==> src/rtl/pc_gen_pkg.sv <==
// Shared types and constants for the IF-stage program-counter generator.
package pc_gen_pkg;

  typedef enum logic [1:0] {
    ST_BOOT = 2'd0,
    ST_RUN  = 2'd1,
    ST_HALT = 2'd2
  } pc_state_t;

  localparam int         PC_INC     = 4;
  localparam logic [1:0] ALIGN_MASK = 2'h3;

  function automatic logic is_misaligned(input logic [1:0] lsb);
    return (lsb & ALIGN_MASK) != 2'b00;
  endfunction

endpackage

==> src/rtl/pc_gen_unit_ras.sv <==
// Return-address stack: circular storage with a saturating depth count,
// so overflow silently overwrites the oldest entry.
module pc_ras #(
  parameter int RAS_DEPTH = 4,
  parameter int XLEN      = 32
) (
  input  logic            clk,
  input  logic            rst,
  input  logic            push,
  input  logic            pop,
  input  logic [XLEN-1:0] push_data,
  output logic [XLEN-1:0] top,
  output logic            empty
);
  localparam int PW = $clog2(RAS_DEPTH);

  logic [XLEN-1:0] mem_reg [RAS_DEPTH];
  logic [PW-1:0]   ptr_reg;
  logic [PW:0]     count_reg;
  logic [PW-1:0]   top_idx;
  logic [PW-1:0]   wr_idx;
  logic            do_pop;

  assign top_idx = ptr_reg - PW'(1);
  assign top     = mem_reg[top_idx];
  assign empty   = (count_reg == '0);
  // A pop on an empty stack is dropped; push+pop rewrites the top in place.
  assign do_pop  = pop & ~empty;
  assign wr_idx  = do_pop ? top_idx : ptr_reg;

  always_ff @(posedge clk or negedge rst) begin
    if (!rst) begin
      ptr_reg   <= '0;
      count_reg <= '0;
    end else if (push && !do_pop) begin
      ptr_reg <= ptr_reg + PW'(1);
      if (count_reg != (PW+1)'(RAS_DEPTH))
        count_reg <= count_reg + (PW+1)'(1);
    end else if (do_pop && !push) begin
      ptr_reg   <= ptr_reg - PW'(1);
      count_reg <= count_reg - (PW+1)'(1);
    end
  end

  always_ff @(posedge clk) begin
    if (push)
      mem_reg[wr_idx] <= push_data;
  end

endmodule

==> src/rtl/pc_gen_unit.sv <==
// IF-stage PC generator: boot/run/halt control, priority next-PC mux, fetch handshake.
// Optional return-address stack enabled by defining PC_RAS_EN.
module pc_gen_unit
  import pc_gen_pkg::*;
#(
  parameter int              XLEN      = 32,
  parameter logic [XLEN-1:0] RESET_VEC = '0,
  parameter logic [XLEN-1:0] TRAP_VEC  = XLEN'('h100),
  parameter int              RAS_DEPTH = 4
) (
  input  logic            clk,
  input  logic            rst,
  input  logic            halt_req,
  input  logic            fetch_ready,
  input  logic            stall,
  input  logic            redirect_valid,
  input  logic [XLEN-1:0] redirect_pc,
  input  logic            trap_valid,
  input  logic            call_push,
  input  logic            ret_pop,
  output logic [XLEN-1:0] pc,
  output logic            pc_valid,
  output logic [XLEN-1:0] pc_plus4,
  output logic            misalign_err
);
  pc_state_t       state_reg, state_next;
  logic [XLEN-1:0] pc_reg, pc_next;
  logic            misalign_reg, misalign_next;
  logic            advance;
  logic            ras_hit;
  logic [XLEN-1:0] ras_top;

  assign pc           = pc_reg;
  assign pc_plus4     = pc_reg + XLEN'(PC_INC);
  assign pc_valid     = (state_reg == ST_RUN);
  assign misalign_err = misalign_reg;
  assign advance      = pc_valid & fetch_ready & ~stall;

`ifdef PC_RAS_EN
  logic ras_empty;

  pc_ras #(
    .RAS_DEPTH (RAS_DEPTH),
    .XLEN      (XLEN)
  ) u_ras (
    .clk       (clk),
    .rst       (rst),
    .push      (advance & call_push),
    .pop       (advance & ret_pop),
    .push_data (pc_plus4),
    .top       (ras_top),
    .empty     (ras_empty)
  );

  assign ras_hit = ret_pop & ~ras_empty;
`else
  localparam int unused_ras_depth = RAS_DEPTH;
  logic unused_ras_inputs;

  assign unused_ras_inputs = call_push ^ ret_pop;
  assign ras_top           = '0;
  assign ras_hit           = 1'b0;
`endif

  always_comb begin
    state_next = state_reg;
    case (state_reg)
      ST_BOOT: state_next = ST_RUN;
      // Leave RUN only once the outstanding request has been accepted.
      ST_RUN:  if (halt_req && (!pc_valid || fetch_ready)) state_next = ST_HALT;
      ST_HALT: if (!halt_req) state_next = ST_RUN;
      default: state_next = ST_BOOT;
    endcase
  end

  always_comb begin
    pc_next       = pc_reg;
    misalign_next = 1'b0;
    // Flushes override stall/backpressure/halt, but not the boot cycle.
    if (state_reg != ST_BOOT) begin
      if (trap_valid) begin
        pc_next = TRAP_VEC;
      end else if (redirect_valid && is_misaligned(redirect_pc[1:0])) begin
        pc_next       = TRAP_VEC;
        misalign_next = 1'b1;
      end else if (redirect_valid) begin
        pc_next = redirect_pc;
      end else if (advance) begin
        pc_next = ras_hit ? ras_top : pc_plus4;
      end
    end
  end

  always_ff @(posedge clk or negedge rst) begin
    if (!rst) begin
      state_reg    <= ST_BOOT;
      pc_reg       <= RESET_VEC;
      misalign_reg <= 1'b0;
    end else begin
      state_reg    <= state_next;
      pc_reg       <= pc_next;
      misalign_reg <= misalign_next;
    end
  end

endmodule

==> config.mk <==
export PLATFORM = sky130hd
export DESIGN_NAME = pc_gen_unit
export DESIGN_NICKNAME = d
export VERILOG_FILES = /design/src/rtl/pc_gen_pkg.sv /design/src/rtl/pc_gen_unit_ras.sv /design/src/rtl/pc_gen_unit.sv
export SDC_FILE = /design/constraint.sdc
export NUM_CORES = 1
export LEC_CHECK = 0
export CAP_MARGIN = 20
export CORE_AREA = 8 8 90 92
export CTS_BUF_LIST = sky130_fd_sc_hd__clkbuf_16
export DETAILED_ROUTE_END_ITERATION = 7
export DIE_AREA = 0 0 98 100
export PLACE_DENSITY = 0.87
export SLEW_MARGIN = 0
export SYNTH_ARGS = -nofsm -noshare
export SYNTH_HDL_FRONTEND = slang
export SYNTH_HIERARCHICAL = 1
export SYNTH_SLANG_ARGS = --single-unit
export TNS_END_PERCENT = 20
==> constraint.sdc <==
create_clock -name clk -period 1.75 [get_ports clk]
set_input_delay 0.2625 -clock clk [delete_from_list [all_inputs] [get_ports clk]]
set_output_delay 0.2625 -clock clk [all_outputs]
set_load 0.03 [all_outputs]
* After elaboration in Yosys (flattened, before gate mapping)
Index checks and enable logic that the tools add are counted.
** Storage, ports and cells
- Output and inout port bits :: 66
- Bits in registers :: 35
** Cells by class
- Equal/unequal tests :: 4
- Bitwise logic cells :: 3
- Reductions and logical operators :: 10
- Add/sub/neg operators :: 1
- Mux-type cells :: 10
** Operators with widths (count)
- two-way mux 32 bit :: 4
- adder 32 x 3 -> 32 bit, second input constant :: 1
- case mux 2 bit (3 select lines) :: 1
- two-way mux 2 bit :: 2
- AND reduction 2 bit :: 2
- nonzero test 2 bit :: 2
- nonzero test 4 bit :: 1
- two-way mux 1 bit :: 3
- bitwise AND 1 bit :: 2
- == test 2 x 1 -> 1 bit, second input constant :: 1
- == test 2 bit, second input constant :: 1
- logical AND 1 bit :: 2
- zero test 2 bit :: 1
- inequality test 2 x 1 -> 1 bit, second input constant :: 1
- inequality test 2 bit, second input constant :: 1
- zero test 1 bit :: 1
- logical OR 1 bit :: 1
- NOT 1 bit :: 1

* Longest topological paths before layout
- Word-level depth :: 7
- Mapped depth :: 7
- Gate-level depth less buffers :: 6

* Least setup slack after synthesis
OpenSTA, ideal clock, no wires.
- Path type :: register to output
- From :: register pc_reg[10], in the netlist pc[10]
- To :: output pc_plus4[26]
- Arrival :: 2.170 ns
- Cell stages (with the launch flop) :: 7
- Slack :: -0.683 ns
- Data required time :: 1.487 ns
- Cells stage by stage :: dfrtp_1 -> buf_2 -> nand4_4 -> nor3_4 -> and2_4 -> nand4_4 -> xnor2_1
** Between the ends
- Longest elaborated chain between the ends :: 1
** Ends and longest elaborated chain
- start, declared :: line pc_gen_unit.sv:27 : logic [XLEN-1:0] pc_reg, pc_next;
- start signal, assigned :: line pc_gen_unit.sv:101 : pc_reg <= pc_next;
- adder 32 x 3 -> 32 bit :: line pc_gen_unit.sv:34 : assign pc_plus4 = pc_reg + XLEN'(PC_INC);
- end, declared :: line pc_gen_unit.sv:23 : output logic [XLEN-1:0] pc_plus4,
Every way passes these cells.

* Worst setup path after layout
- From :: register pc_reg[22], in the netlist pc[22]
- To :: output pc_plus4[29]
Same word-level chain as after synthesis.

==> results.md <==
* Die H at about 100 um
* First-pass GRT wire length at ~18000 um
* GP Congestion at between 0.8 and 0.9
* Max Fclk at 0.453 GHz
* CTS tree: done
* PwrDens at around 600 nW/um^2
* Num rows at 30
* Critical Path Start Type: flop
* Count leader, synth: dfrtp_1
* Synth-to-layout area growth at 102%
* Die Wd at roughly 98 um
* Failing checks: negative setup slack
* Hold Path Class: input pin to async pin
* Layout cells sized above 1 at between 40% and 50%
* CP Max Fanout at 5
* Cell count of the worst reg-to-reg path at 7
* Comb pwr share at 38.1%
* RR Startpoint: pc[10]$_DFFE_PN0P_
* Kind of critical path: flop to primary output
* Yosys cell types at 53
* Skew final at 10.6 ps
* Root buffer cell: clkbuf_16
* Yosys top cell area share at between 30% and 40%
* Run status: finished with violations
* Worst Path Arrival at between 1500 and 2000 ps
* CTS buffer count at 5
* Max-cap violation count at 0
* Maximum clock insertion buffer count at 2
* Main flop type after synthesis: dfrtp_1
* I/O pin cnt at about 110
* EDFF count, synth at 0
* Slew HR at 41.9%
* Worst Hold Slack at slightly below 90 ps
* Max FFs per register at 32
* # fillers at just over 400
* Sw power at ~0.0011 W
* Ant diodes at 0
* Post-route ant nets at 0
* Internal Power at between 0.0015 and 0.002 W
* Hold Fails Final Rpt at 0
* Synthesized area at between 2000 and 3000 um^2
* Initial antenna violation count at 0
* GRT Util Overall at roughly 23%
* Critical R2R Capture: pc[15]$_DFFE_PN0P_
* DRC Markers at 0
* Syn_nets at 343
* Maximum vdd drop at ~0.45 mV
* Max Slew Vio Count at 0
* Clock power frac at between 30 and 40%
* Area of the core at between 6000 and 7000 um^2
* RSZ-0062 raised after global routing: yes
* P_leak at 2.54 nW
* Setup violators final at 33
* Least-Margin Pin Slew at about 870 ps
* Vias in the first global route at 3586
* Post-place setup slack at -403 ps
* Total chip power at just under 0.003 W
* H-tree depth at 2
* Largest net degree at the start of global routing at 36
* Final Worst Setup Slack at -459 ps
* Seq/Total Area, Yosys at a little over a third
* Layout Cells excl Fill at 578
* Final Cycle Share at 126%
* Gr ovfl total at 0
* Fin nets at 539
* Final WL at between 10000 and 15000 um
* Ys async rst share at 100%
* Vias at roughly 3.4k
* Clock latency on the worst-skew pair at around 290 ps
* Die area at slightly below 10000 um^2
* Synth top area cells: dfrtp_1 (35%), xnor2_1 (7.3%), nand2_1 (4.5%)
* Initial Utilization at 37.8%
* Initial DRC Count at 300
* CTS Sinks at 35
* Inst Count DP at 552
* Largest area contributor in the netlist: dfrtp_1
* Synth Register Bits at 35
* Sequential share of power at between 30% and 40%
* Fin crit period at between 2000 and 2500 ps
* Syn avg cell area at between 8 and 9 um^2
* Detailed Place HPWL at around 8000 um
* Number of port buffers at between 100 and 150
* Routed len/inst at between 20 and 25 um
* Crit path capture type: primary output
* Routed vias/inst at 5.86
* YS warnings at 6
* Drt first pass iters at 5
* Switching share of power at roughly 36%
* CTS hold repair buffers at 0
* Worst path required time at about 1500 ps
* Synth top cells by count: dfrtp_1 (35), nand2_1 (30), nor2_1 (24)
* Post-Syn Instances at approximately 300
* Register-to-register path setup slack at -130 ps
* Clock transition at path regs at 60 ps
[worst max-delay path by stage]
| stage | startpoint | endpoint | slack, ps | depth (start not counted) |
|---|---|---|---|---|
| 6_report | pc[22]$_DFFE_PN0P_ | pc_plus4[29] | -460 | 6 |
| 5_1_grt | pc[2]$_DFFE_PN0P_ | pc_plus4[26] | -530 | 8 |
| 4_1_cts | pc[13]$_DFFE_PN0P_ | pc_plus4[15] | -390 | 5 |
| 3_5_place_dp | fetch_ready | pc[16]$_DFFE_PN0P_ | -400 | 6 |
| 3_3_place_gp | fetch_ready | pc[16]$_DFFE_PN0P_ | -330 | 6 |
| 2_1_floorplan | pc[18]$_DFFE_PN0P_ | pc_plus4[30] | -300 | 6 |
[cell type report]
class                           count  area [um^2]  area share, %
Clock inverter                      3         20.0          0.395
Multi-Input combinational cell    237         1980           39.0
Tap cell                           80          100           1.98
Inverter                           10         37.5          0.741
Timing Repair Buffer              208         1910           37.6
Clock buffer                        5          125           2.47
Sequential cell                    35          898           17.7
[cells in the final DEF, fill, tap and decap left out, types with 8 or more instances in the layout]
| cell | Yosys | layout |
|---|---|---|
| buf_4 | 2 | 100 |
| clkdlybuf4s50_1 | 0 | 46 |
| buf_6 | 0 | 29 |
| nand2_1 | 30 | 26 |
| dfrtp_2 | 0 | 18 |
| nor2_1 | 24 | 17 |
| dfrtp_1 | 35 | 17 |
| a21oi_1 | 17 | 16 |
| dlygate4sd2_1 | 0 | 16 |
| o21ai_0 | 22 | 15 |
| dlymetal6s2s_1 | 0 | 13 |
| xnor2_2 | 0 | 12 |
| inv_1 | 10 | 10 |
| nand4_1 | 9 | 9 |
| xnor2_4 | 0 | 8 |
| nand3_1 | 15 | 8 |
| a31oi_1 | 8 | 8 |
[critical path, stage by stage (launching register included)]
cell and delay [ps]:
dfrtp_1 390, nand4_1 240, buf_4 240, nor2_1 190, nand3_1 200, xnor2_2 200, buf_4 190
[metrics by stage]
stage	area (um^2)	utilization (%)	TNS, ps
detailed placement	4470	67.3	-12120
global placement	4470	67.3	-8840
global route	5060	76.2	-11610
finish	5060	76.2	-8690
floorplan	2820	-	-7090
CTS	4850	73.0	-8130
[routing by layer]
metal  vias to the layer above  wire length (um)  global-route usage [%]
met3                        58               786                    5.61
met4                         0               565                    10.3
met5                         -                 0                       0
met1                      1649              4360                    23.2
li1                       1492                 -                       -
met2                       187              6140                    42.4
[power groups by stage]
| stage | clock (W) | sequential (W) | combinational (W) |
|---|---|---|---|
| after floorplan | 0 | 0.00108 | 0.000405 |
| after global placement | 0 | 0.000936 | 0.00106 |
| after detailed placement | 0 | 0.000939 | 0.00109 |
| after CTS | 0.000885 | 0.000924 | 0.00110 |
| after global routing | 0.000928 | 0.000938 | 0.00118 |
| final | 0.000898 | 0.000934 | 0.00113 |
[kinds of logic after synthesis]
family / after synthesis / share of synthesized area [%]
simple gates: 119 / 26.4
compound gates: 83 / 21.2
flops: 35 / 34.9
buf+inv: 29 / 4.93
xor+xnor: 28 / 9.77
mux: 6 / 2.39
fa+ha+maj: 1 / 0.498
[what timing repair did]
action,CTS,global route
resized for setup,66,44
setup endpoints to repair,68,65
setup buffers,11,7
pin swaps,23,14
(Power assumes the default switching activity.)
